--- config.mk ---
export PLATFORM = sky130hd
export DESIGN_NAME = arbiter_rr_flat
export DESIGN_NICKNAME = d
export VERILOG_FILES = /design/src/rtl/arbiter_rr_if.sv /design/src/rtl/arbiter_rr.sv /design/src/flat_wrapper.sv
export SDC_FILE = /design/constraint.sdc
export NUM_CORES = 1
export LEC_CHECK = 0
export CAP_MARGIN = 20
export CORE_ASPECT_RATIO = 2
export CORE_MARGIN = 4
export CORE_UTILIZATION = 50
export CTS_BUF_LIST = sky130_fd_sc_hd__clkbuf_16
export CTS_CLUSTER_DIAMETER = 80
export CTS_CLUSTER_SIZE = 30
export DETAILED_ROUTE_END_ITERATION = 16
export PLACE_DENSITY = 0.71
export SYNTH_ARGS = -nofsm -noshare
export SYNTH_HDL_FRONTEND = slang
export SYNTH_SLANG_ARGS = --single-unit
--- constraint.sdc ---
create_clock -name clk -period 6.2 [get_ports clk]
set_clock_uncertainty 0.15 [all_clocks]
set_input_delay 1.24 -clock clk [delete_from_list [all_inputs] [get_ports clk]]
set_output_delay 1.24 -clock clk [all_outputs]
set_load 0.005 [all_outputs]
--- src/rtl/arbiter_rr_if.sv ---
// Request/grant bundle between the router input ports and one output-port arbiter.
// The master side drives requests and the policy select; the slave side returns the grant.
interface arbiter_rr_if #(
  parameter int unsigned N_REQ = 16
);
  localparam int unsigned IDX_W = $clog2(N_REQ);

  logic [N_REQ-1:0] request;
  logic             mode_rr;
  logic [N_REQ-1:0] grant;
  logic [IDX_W-1:0] grant_idx;
  logic             busy;
  logic             preempt;

  modport master (
    output request, mode_rr,
    input  grant, grant_idx, busy, preempt
  );

  modport slave (
    input  request, mode_rr,
    output grant, grant_idx, busy, preempt
  );
endinterface

--- src/rtl/arbiter_rr.sv ---
// N-requester arbiter: registered one-hot grant held until release, fixed or round-robin
// policy, and optional max-hold preemption so one owner cannot starve the others.
module arbiter_rr #(
  parameter int unsigned N_REQ    = 16,
  parameter int unsigned MAX_HOLD = 0
) (
  input  logic        clk,
  input  logic        reset_n,
  arbiter_rr_if.slave bus
);
  localparam int unsigned IDX_W = $clog2(N_REQ);
  localparam int unsigned HC_W  = (MAX_HOLD == 0) ? 1 : $clog2(MAX_HOLD + 1);
  localparam logic [HC_W-1:0]  HOLD_MAX = HC_W'(MAX_HOLD);
  localparam logic [IDX_W-1:0] LAST_IDX = IDX_W'(N_REQ - 1);

  logic [N_REQ-1:0] grant_q, grant_d;
  logic [IDX_W-1:0] ptr_q, ptr_d;
  logic [HC_W-1:0]  hold_q, hold_d;
  logic             preempt_q, preempt_d;

  logic [IDX_W-1:0] owner_c;
  logic [IDX_W-1:0] start_c;
  logic [N_REQ-1:0] others_c;
  logic [IDX_W:0]   win_all_c;
  logic [IDX_W:0]   win_oth_c;
  logic [IDX_W:0]   win_c;
  logic             load_c;

  // Circular search from start; returns {found, index}. Fixed mode passes start = 0.
  function automatic logic [IDX_W:0] pick(input logic [N_REQ-1:0] req,
                                          input logic [IDX_W-1:0] start);
    logic [IDX_W:0] res;
    int unsigned    j;
    res = '0;
    for (int unsigned k = 0; k < N_REQ; k++) begin
      j = 32'(start) + k;
      if (j >= N_REQ) j = j - N_REQ;
      if (!res[IDX_W] && req[IDX_W'(j)]) res = {1'b1, IDX_W'(j)};
    end
    return res;
  endfunction

  always_comb begin
    owner_c = '0;
    for (int unsigned i = 0; i < N_REQ; i++) begin
      if (grant_q[i]) owner_c = IDX_W'(i);
    end
  end

  assign start_c   = bus.mode_rr ? ptr_q : '0;
  assign others_c  = bus.request & ~grant_q;
  assign win_all_c = pick(bus.request, start_c);
  assign win_oth_c = pick(others_c, start_c);

  // Next-state: arbitrate on idle/release, preempt on expiry under contention, else hold.
  always_comb begin
    grant_d   = grant_q;
    ptr_d     = ptr_q;
    hold_d    = hold_q;
    preempt_d = 1'b0;
    load_c    = 1'b0;
    win_c     = win_all_c;

    if ((grant_q == '0) || !bus.request[owner_c]) begin
      load_c = 1'b1;
    end else if ((MAX_HOLD != 0) && (hold_q == HOLD_MAX) && (|others_c)) begin
      load_c    = 1'b1;
      win_c     = win_oth_c;
      preempt_d = 1'b1;
    end else if ((MAX_HOLD != 0) && (hold_q != HOLD_MAX)) begin
      hold_d = hold_q + HC_W'(1);
    end

    if (load_c) begin
      if (win_c[IDX_W]) begin
        grant_d = N_REQ'(1) << win_c[IDX_W-1:0];
        hold_d  = HC_W'(1);
        ptr_d   = (win_c[IDX_W-1:0] == LAST_IDX) ? '0 : win_c[IDX_W-1:0] + IDX_W'(1);
      end else begin
        grant_d = '0;
        hold_d  = '0;
      end
    end
  end

  always_ff @(posedge clk or negedge reset_n) begin
    if (!reset_n) begin
      grant_q   <= '0;
      ptr_q     <= '0;
      hold_q    <= '0;
      preempt_q <= 1'b0;
    end else begin
      grant_q   <= grant_d;
      ptr_q     <= ptr_d;
      hold_q    <= hold_d;
      preempt_q <= preempt_d;
    end
  end

  assign bus.grant     = grant_q;
  assign bus.grant_idx = owner_c;
  assign bus.busy      = |grant_q;
  assign bus.preempt   = preempt_q;
endmodule

--- src/flat_wrapper.sv ---
// flat-port wrapper written by rule: the top's interface ports become plain ports
module arbiter_rr_flat 
#(
  parameter int unsigned N_REQ    = 16,
  parameter int unsigned MAX_HOLD = 0
)
  (clk, reset_n, bus_request, bus_mode_rr, bus_grant, bus_grant_idx, bus_busy, bus_preempt);
  arbiter_rr_if #(.N_REQ(N_REQ)) bus_i ();
  input  logic clk;
  input  logic reset_n;
  input wire logic [$bits(bus_i.request)-1:0] bus_request;
  input wire logic [$bits(bus_i.mode_rr)-1:0] bus_mode_rr;
  output wire logic [$bits(bus_i.grant)-1:0] bus_grant;
  output wire logic [$bits(bus_i.grant_idx)-1:0] bus_grant_idx;
  output wire logic [$bits(bus_i.busy)-1:0] bus_busy;
  output wire logic [$bits(bus_i.preempt)-1:0] bus_preempt;
  assign bus_i.request = bus_request;
  assign bus_i.mode_rr = bus_mode_rr;
  assign bus_grant = bus_i.grant;
  assign bus_grant_idx = bus_i.grant_idx;
  assign bus_busy = bus_i.busy;
  assign bus_preempt = bus_i.preempt;
  arbiter_rr #(.N_REQ(N_REQ), .MAX_HOLD(MAX_HOLD)) u_core (.clk(clk), .reset_n(reset_n), .bus(bus_i));
endmodule
== Word-level counts from Yosys, hierarchy flattened ==
Index checks and enable logic that the tools add are counted.
Storage, ports and cells
  register bits after elaboration: 20
  input bits: 19
  output and inout port bits: 22
  logic and storage cells: 189
Cells by class
  add/sub/neg operators: 32
  $lt $le $gt $ge: 33
  equality and inequality tests: 1
  shift-type cells: 1
  multiplexer cells: 85
  reduce and logical (&&, ||, !) cells: 35
Operator list (count)
  two-way mux 4 bit: 32
  less-than comparator 4 x 5 -> 1 bit (second input constant): 17
  two-way mux 5 bit: 16
  >= comparator 5 bit (second input constant): 15
  binary-select mux 1 bit (select 4 bit): 17
  subtractor 4 x 1 -> 4 bit (second input constant): 16
  adder 4 x 4 -> 5 bit (second input constant): 8
  adder 4 x 3 -> 5 bit (second input constant): 4
  two-way mux 1 bit: 19
  zero test 1 bit: 16
  zero test 16 bit: 1
  two-way mux 16 bit: 1
  OR reduction 16 bit: 1
  left shift 1 x 4 -> 16 bit (first input constant): 1
  logical AND 1 bit: 15
  adder 4 x 2 -> 5 bit (second input constant): 2
  adder 4 x 1 -> 5 bit (second input constant): 1
  >= comparator 4 x 5 -> 1 bit (second input constant): 1
  adder 4 x 1 -> 4 bit (second input constant): 1
  equality test 4 bit (second input constant): 1
  AND reduction 2 bit: 1
  logical OR 1 bit: 1

== Longest topological paths before layout ==
Gate-level depths: netlist (run 1).
  word-level depth: 53
  depth in mapped cells: 22
  mapped depth without buffers: 17

== Worst setup path before layout (run 1) ==
OpenSTA, ideal clock, no wires.
  kind: input to register
  from: input bus_mode_rr
  to: register u_core.ptr_q[1]
  library setup time: 0.128 ns
  data arrival time: 5.068 ns
  slack: 0.855 ns
  cell stages on the path: 21
  buffers on the path: 5
  cells stage by stage: buf_6 and2_1 buf_2 inv_1 buf_2 ha_1 clkbuf_1 nor4bb_1 a211oi_1 a21oi_1 o221ai_1 a211oi_2 or4b_1 buf_2 o221a_1 a2bb2oi_1 o21ai_2 ha_1 nand4_1 nor2b_1 o21ai_0
On the way
  word-level cells in the longest chain between the ends: 53
  elaborated cells between the ends (all ways): 146
RTL lines
  from (decl): line flat_wrapper.sv:12  | input wire logic [$bits(bus_i.mode_rr)-1:0] bus_mode_rr;
  two-way mux 4 bit *: line arbiter_rr.sv:50  | assign start_c = bus.mode_rr ? ptr_q : '0;
  parallel branches: the longest is 49 deep, another holds adder 4 x 1 -> 5 bit
  two-way mux 5 bit *: line arbiter_rr.sv:38  | if (!res[IDX_W] && req[IDX_W'(j)]) res = {1'b1, IDX_W'(j)};
  adder 4 x 1 -> 4 bit / equality test 4 bit (equally long branches): line arbiter_rr.sv:78  | ptr_d = (win_c[IDX_W-1:0] == LAST_IDX) ? '0 : win_c[IDX_W-1:0] + IDX_W'(1);
  two-way mux 4 bit: line arbiter_rr.sv:78
  to (signal assigned): line arbiter_rr.sv:94  | ptr_q <= ptr_d;
  to (decl): line arbiter_rr.sv:17  | logic [IDX_W-1:0] ptr_q, ptr_d;
Mark *: on every way between the ends. The select of a mux whose other input is x is not followed.
A chain may end at the register's enable or synchronous reset.

== Worst setup path after layout (run 1) ==
Same ends and word-level chain as after synthesis.

==> summary.txt, run 1 <==
Detailed routing
  • Met1 WL: roughly 5.7 mm
  • DR WL met2: 8.54 mm
  • Routed met3 length: 1.01 mm
  • Drt wl/cell: 25.1 µm
  • DRT Pass-1 Iters: 5
  • DR top layer: met4
  • Initial DRC Count: about 460
  • Via density: 7.26
  • Vias: 4792
  • DRT antenna net count: 0
  • Residual DRC count: 0
  • Aggregate routed wire length: 16.6 mm

Setup path
  • Slowest cell on crit path: or4b_1
  • Crit path launch type: primary input
  • Crit path max-delay family: simple AND/OR/NAND/NOR gates
  • Crit path buf inv count: 2
  • CP endpoint: u_core.ptr_q[1]
  • Highest net fanout along the worst path: a little under 60
  • Crit path launch: bus_mode_rr
  • Critical Path Max Stage Delay: a little under 700 ps
  • Worst R2R End: u_core.ptr_q[1]
  • R2r setup slk: 1190 ps
  • Logic depth of the worst path, buffers included: 15
  • Critical path class: in -> reg
  • FF-to-FF path depth: 14
  • Crit end category: register
  • Critical R2R Launch: u_core.ptr_q[0]
  • Worst Path Required: 6180 ps
  • CP cell instances: buf_2 > buf_4 > nand2_1 > mux2i_1 > a211oi_1 > o21ai_0 > nand2_1 > or4b_1 > o221a_1 > a2bb2oi_1 > o21ai_2 > ha_1 > nand4_1 > nor2b_1 > o21ai_0
  • Critical path arrival: 5490 ps

Floorplanning
  • # rows: between 40 and 50
  • Starting Density: 0.519
  • Die ar.: between 10000 and 15000 µm²
  • Die height: 142 µm
  • Die W: 75.2 µm
  • Core area: 8710 µm²
  • I/O Pins: 41

Timing
  • Setup Viol. Count Final: 0
  • Slew Limit Fails: 0
  • Slew HR: 0.408
  • Worst-margin pin slew: 886 ps
  • Fmax: 181 MHz
  • Final WS setup: 688 ps
  • Setup TNS: 0 ps
  • Final-report hold violation count: 0
  • Tmin final: 5510 ps
  • RSZ-0062 raised after global routing: false
  • Final Cycle Share: 0.889

Clocking
  • Clock Tree Buf Depth: 2
  • CTS root buffer: clkbuf_16
  • Hold buffer count at CTS: 0
  • # Post-CTS Setup Buffers: 0
  • TritonCTS Sinks: 20
  • Clock buffer count from CTS: 3
  • H-Tree Depth: 1
  • Reg clk slew, reported paths: approximately 50 ps
  • Cts repair resizes: 0
  • CTS tree: yes
  • Worst-Skew Late Latency: 250 ps

Global routing
  • Global-route wire length before repair: between 20 and 30 mm
  • Largest net degree at the start of global routing: roughly 60
  • Initial antenna violation count: 0
  • Total GRT Usage: 0.310
  • Vias in the first global route: 4647
  • Total grt overflow: 0

Run status
  • Status: finished, final reports clean

Synthesis
  • Number of synthesized flops with an enable pin: 0
  • Mean Syn Cell Area: between 8 and 9 µm²
  • Synth unique cells: 95
  • Syn Std Cell Area: roughly 4500 µm²
  • Yosys warns: 0
  • Seq/Total Area, Yosys: 0.111
  • Post-synth ARST share: 1.00
  • Syn nets: 572
  • #FFs+latches synth: 20
  • Ys flop type: dfrtp_1
  • Post-synthesis instance total: 547

Min path
  • Hold WC Path Type: reg -> reg

Placement
  • Buffers on Ports: 39
  • Place WS: a little over 500 ps
  • GPL Wtd Cong: 0.979
  • Detailed Place HPWL: around 13 mm

Cells and area
  • Fill cells: 837
  • Fin nets: between 500 and 600
  • Reg area: 503 µm²
  • Layout cells sized above 1: 0.139
  • Footprint of the multi-input gates: 3620 µm²
  • Ant diodes: 0
  • Area delta synth->final: 7.56%

Run
  • Max Cap Violations: 0
-- placed cells by master, fill, tap and decap left out, types with 7 or more instances in the layout --
| cell type | Yosys | layout |
|---|---|---|
| or3_1 | 9 | 9 |
| clkdlybuf4s50_1 | 0 | 38 |
| and2_1 | 9 | 9 |
| o21ai_0 | 20 | 20 |
| nand2_1 | 38 | 38 |
| nor2_1 | 56 | 56 |
| nor4bb_1 | 10 | 10 |
| dfrtp_1 | 20 | 18 |
| a211oi_1 | 16 | 16 |
| a22oi_1 | 7 | 7 |
| nand2b_1 | 11 | 11 |
| mux2i_1 | 45 | 45 |
| buf_4 | 5 | 12 |
| nor3_1 | 8 | 8 |
| inv_1 | 14 | 14 |
| a21oi_1 | 25 | 25 |
| mux4_2 | 7 | 7 |
| mux2_2 | 11 | 11 |
| a22o_1 | 16 | 16 |
-- metrics by stage --
| step | area (µm²) | util | instances | hold slack [ps] |
|---|---|---|---|---|
| finish | 4860 | 0.558 | 660 | 428 |
| global route | 4860 | 0.558 | 660 | 431 |
| CTS | 4860 | 0.558 | 660 | 420 |
| detailed placement | 4780 | 0.549 | 656 | 407 |
| global placement | 4780 | 0.549 | 656 | 384 |
| floorplan | 4520 | - | 547 | 372 |
-- sequential cells by signal, summed over array words and instances (netlist names) --
register and cells:
u_core.bus.grant 16, u_core.ptr_q 4
-- cell usage after synthesis (5+ instances only) --
library cell	n	area (µm²)
nand2b_1	11	68.8
nor2_1	56	210
o211ai_1	6	45.0
dfrtp_1	20	500
inv_1	14	52.6
mux2_2	11	124
a21oi_1	25	125
nor4bb_1	10	100
a221oi_1	5	43.8
o2111ai_1	5	43.8
or3_1	9	56.3
clkbuf_1	8	30.0
and2_1	9	56.3
mux4_2	7	158
ha_1	6	75.1
nand2_1	38	143
o22ai_1	6	37.5
nand3_1	6	30.0
o21ai_0	20	100
buf_4	5	37.5
a211oi_1	16	120
a21o_1	6	45.0
buf_6	19	214
mux2i_2	5	68.8
a31oi_1	5	31.3
a22oi_1	7	52.6
nor3_1	8	40.0
o211a_1	6	60.1
nand3b_1	6	45.0
nor3b_1	5	37.5
mux2i_1	45	450
a22o_1	16	140
buf_2	7	35.0
-- worst reg2reg max path, stage by stage, from the launching register on --
cell,delay (ps)
dfrtp_2,500
buf_4,520
and3b_1,450
a221o_1,240
a211oi_1,70
o21ai_0,560
nand2_1,330
or4b_1,690
o221a_1,260
a2bb2oi_1,150
o21ai_2,250
ha_1,290
nand4_1,130
nor2b_1,180
o21ai_0,110
-- logic make-up after synthesis --
group                      count (synthesis)  synth area share
xor gates and xnor gates                   4           0.00941
muxes                                     70             0.185
AOI/OAI and AO/OA                        189             0.339
other                                      1          0.000830
buffers and inverters                     59            0.0894
DFF                                       20             0.111
and+or+nand+nor                          198             0.248
adders and majority gates                  6            0.0166
-- final cells by class --
type	instances	share of cell area
inverters	17	0.0131
repair buffers	51	0.0978
flip-flops and latches	20	0.103
well taps	100	0.0257
clock inverters	1	0.000772
clock buffers	3	0.0154
multi-input cells	468	0.744
-- per-layer routing --
layer  vias to the layer above  track usage
met5                         -            0
met3                        73       0.0332
met4                         0        0.200
met2                       248        0.556
met1                      2292        0.327
li1                       2179            -
-- how the worst min path moves through the flow --
stage	startpoint	endpoint	slack, ps	cells past startpoint
after floorplan	u_core.bus.grant[0]	u_core.bus.grant[0]	370	1
after global placement	u_core.bus.grant[2]	u_core.bus.grant[2]	380	1
after detailed placement	u_core.bus.grant[0]	u_core.bus.grant[0]	410	1
after CTS	u_core.bus.grant[0]	u_core.bus.grant[0]	420	1
after global routing	u_core.bus.grant[0]	u_core.bus.grant[0]	430	1
final	u_core.bus.grant[0]	u_core.bus.grant[0]	430	1
Power of run 1 is not shown: default switching activity piles up to over one toggle a cycle in this logic, so the estimate is an artifact.
==> run 2, diff against run 1 <==
ABC_CLOCK_PERIOD_IN_PS = 6200   (was not set)
==> results of run 2 <==
No change in the layout: final DEF, timing and power equal those of run 1.
Power of run 2 is left out for the same reason.
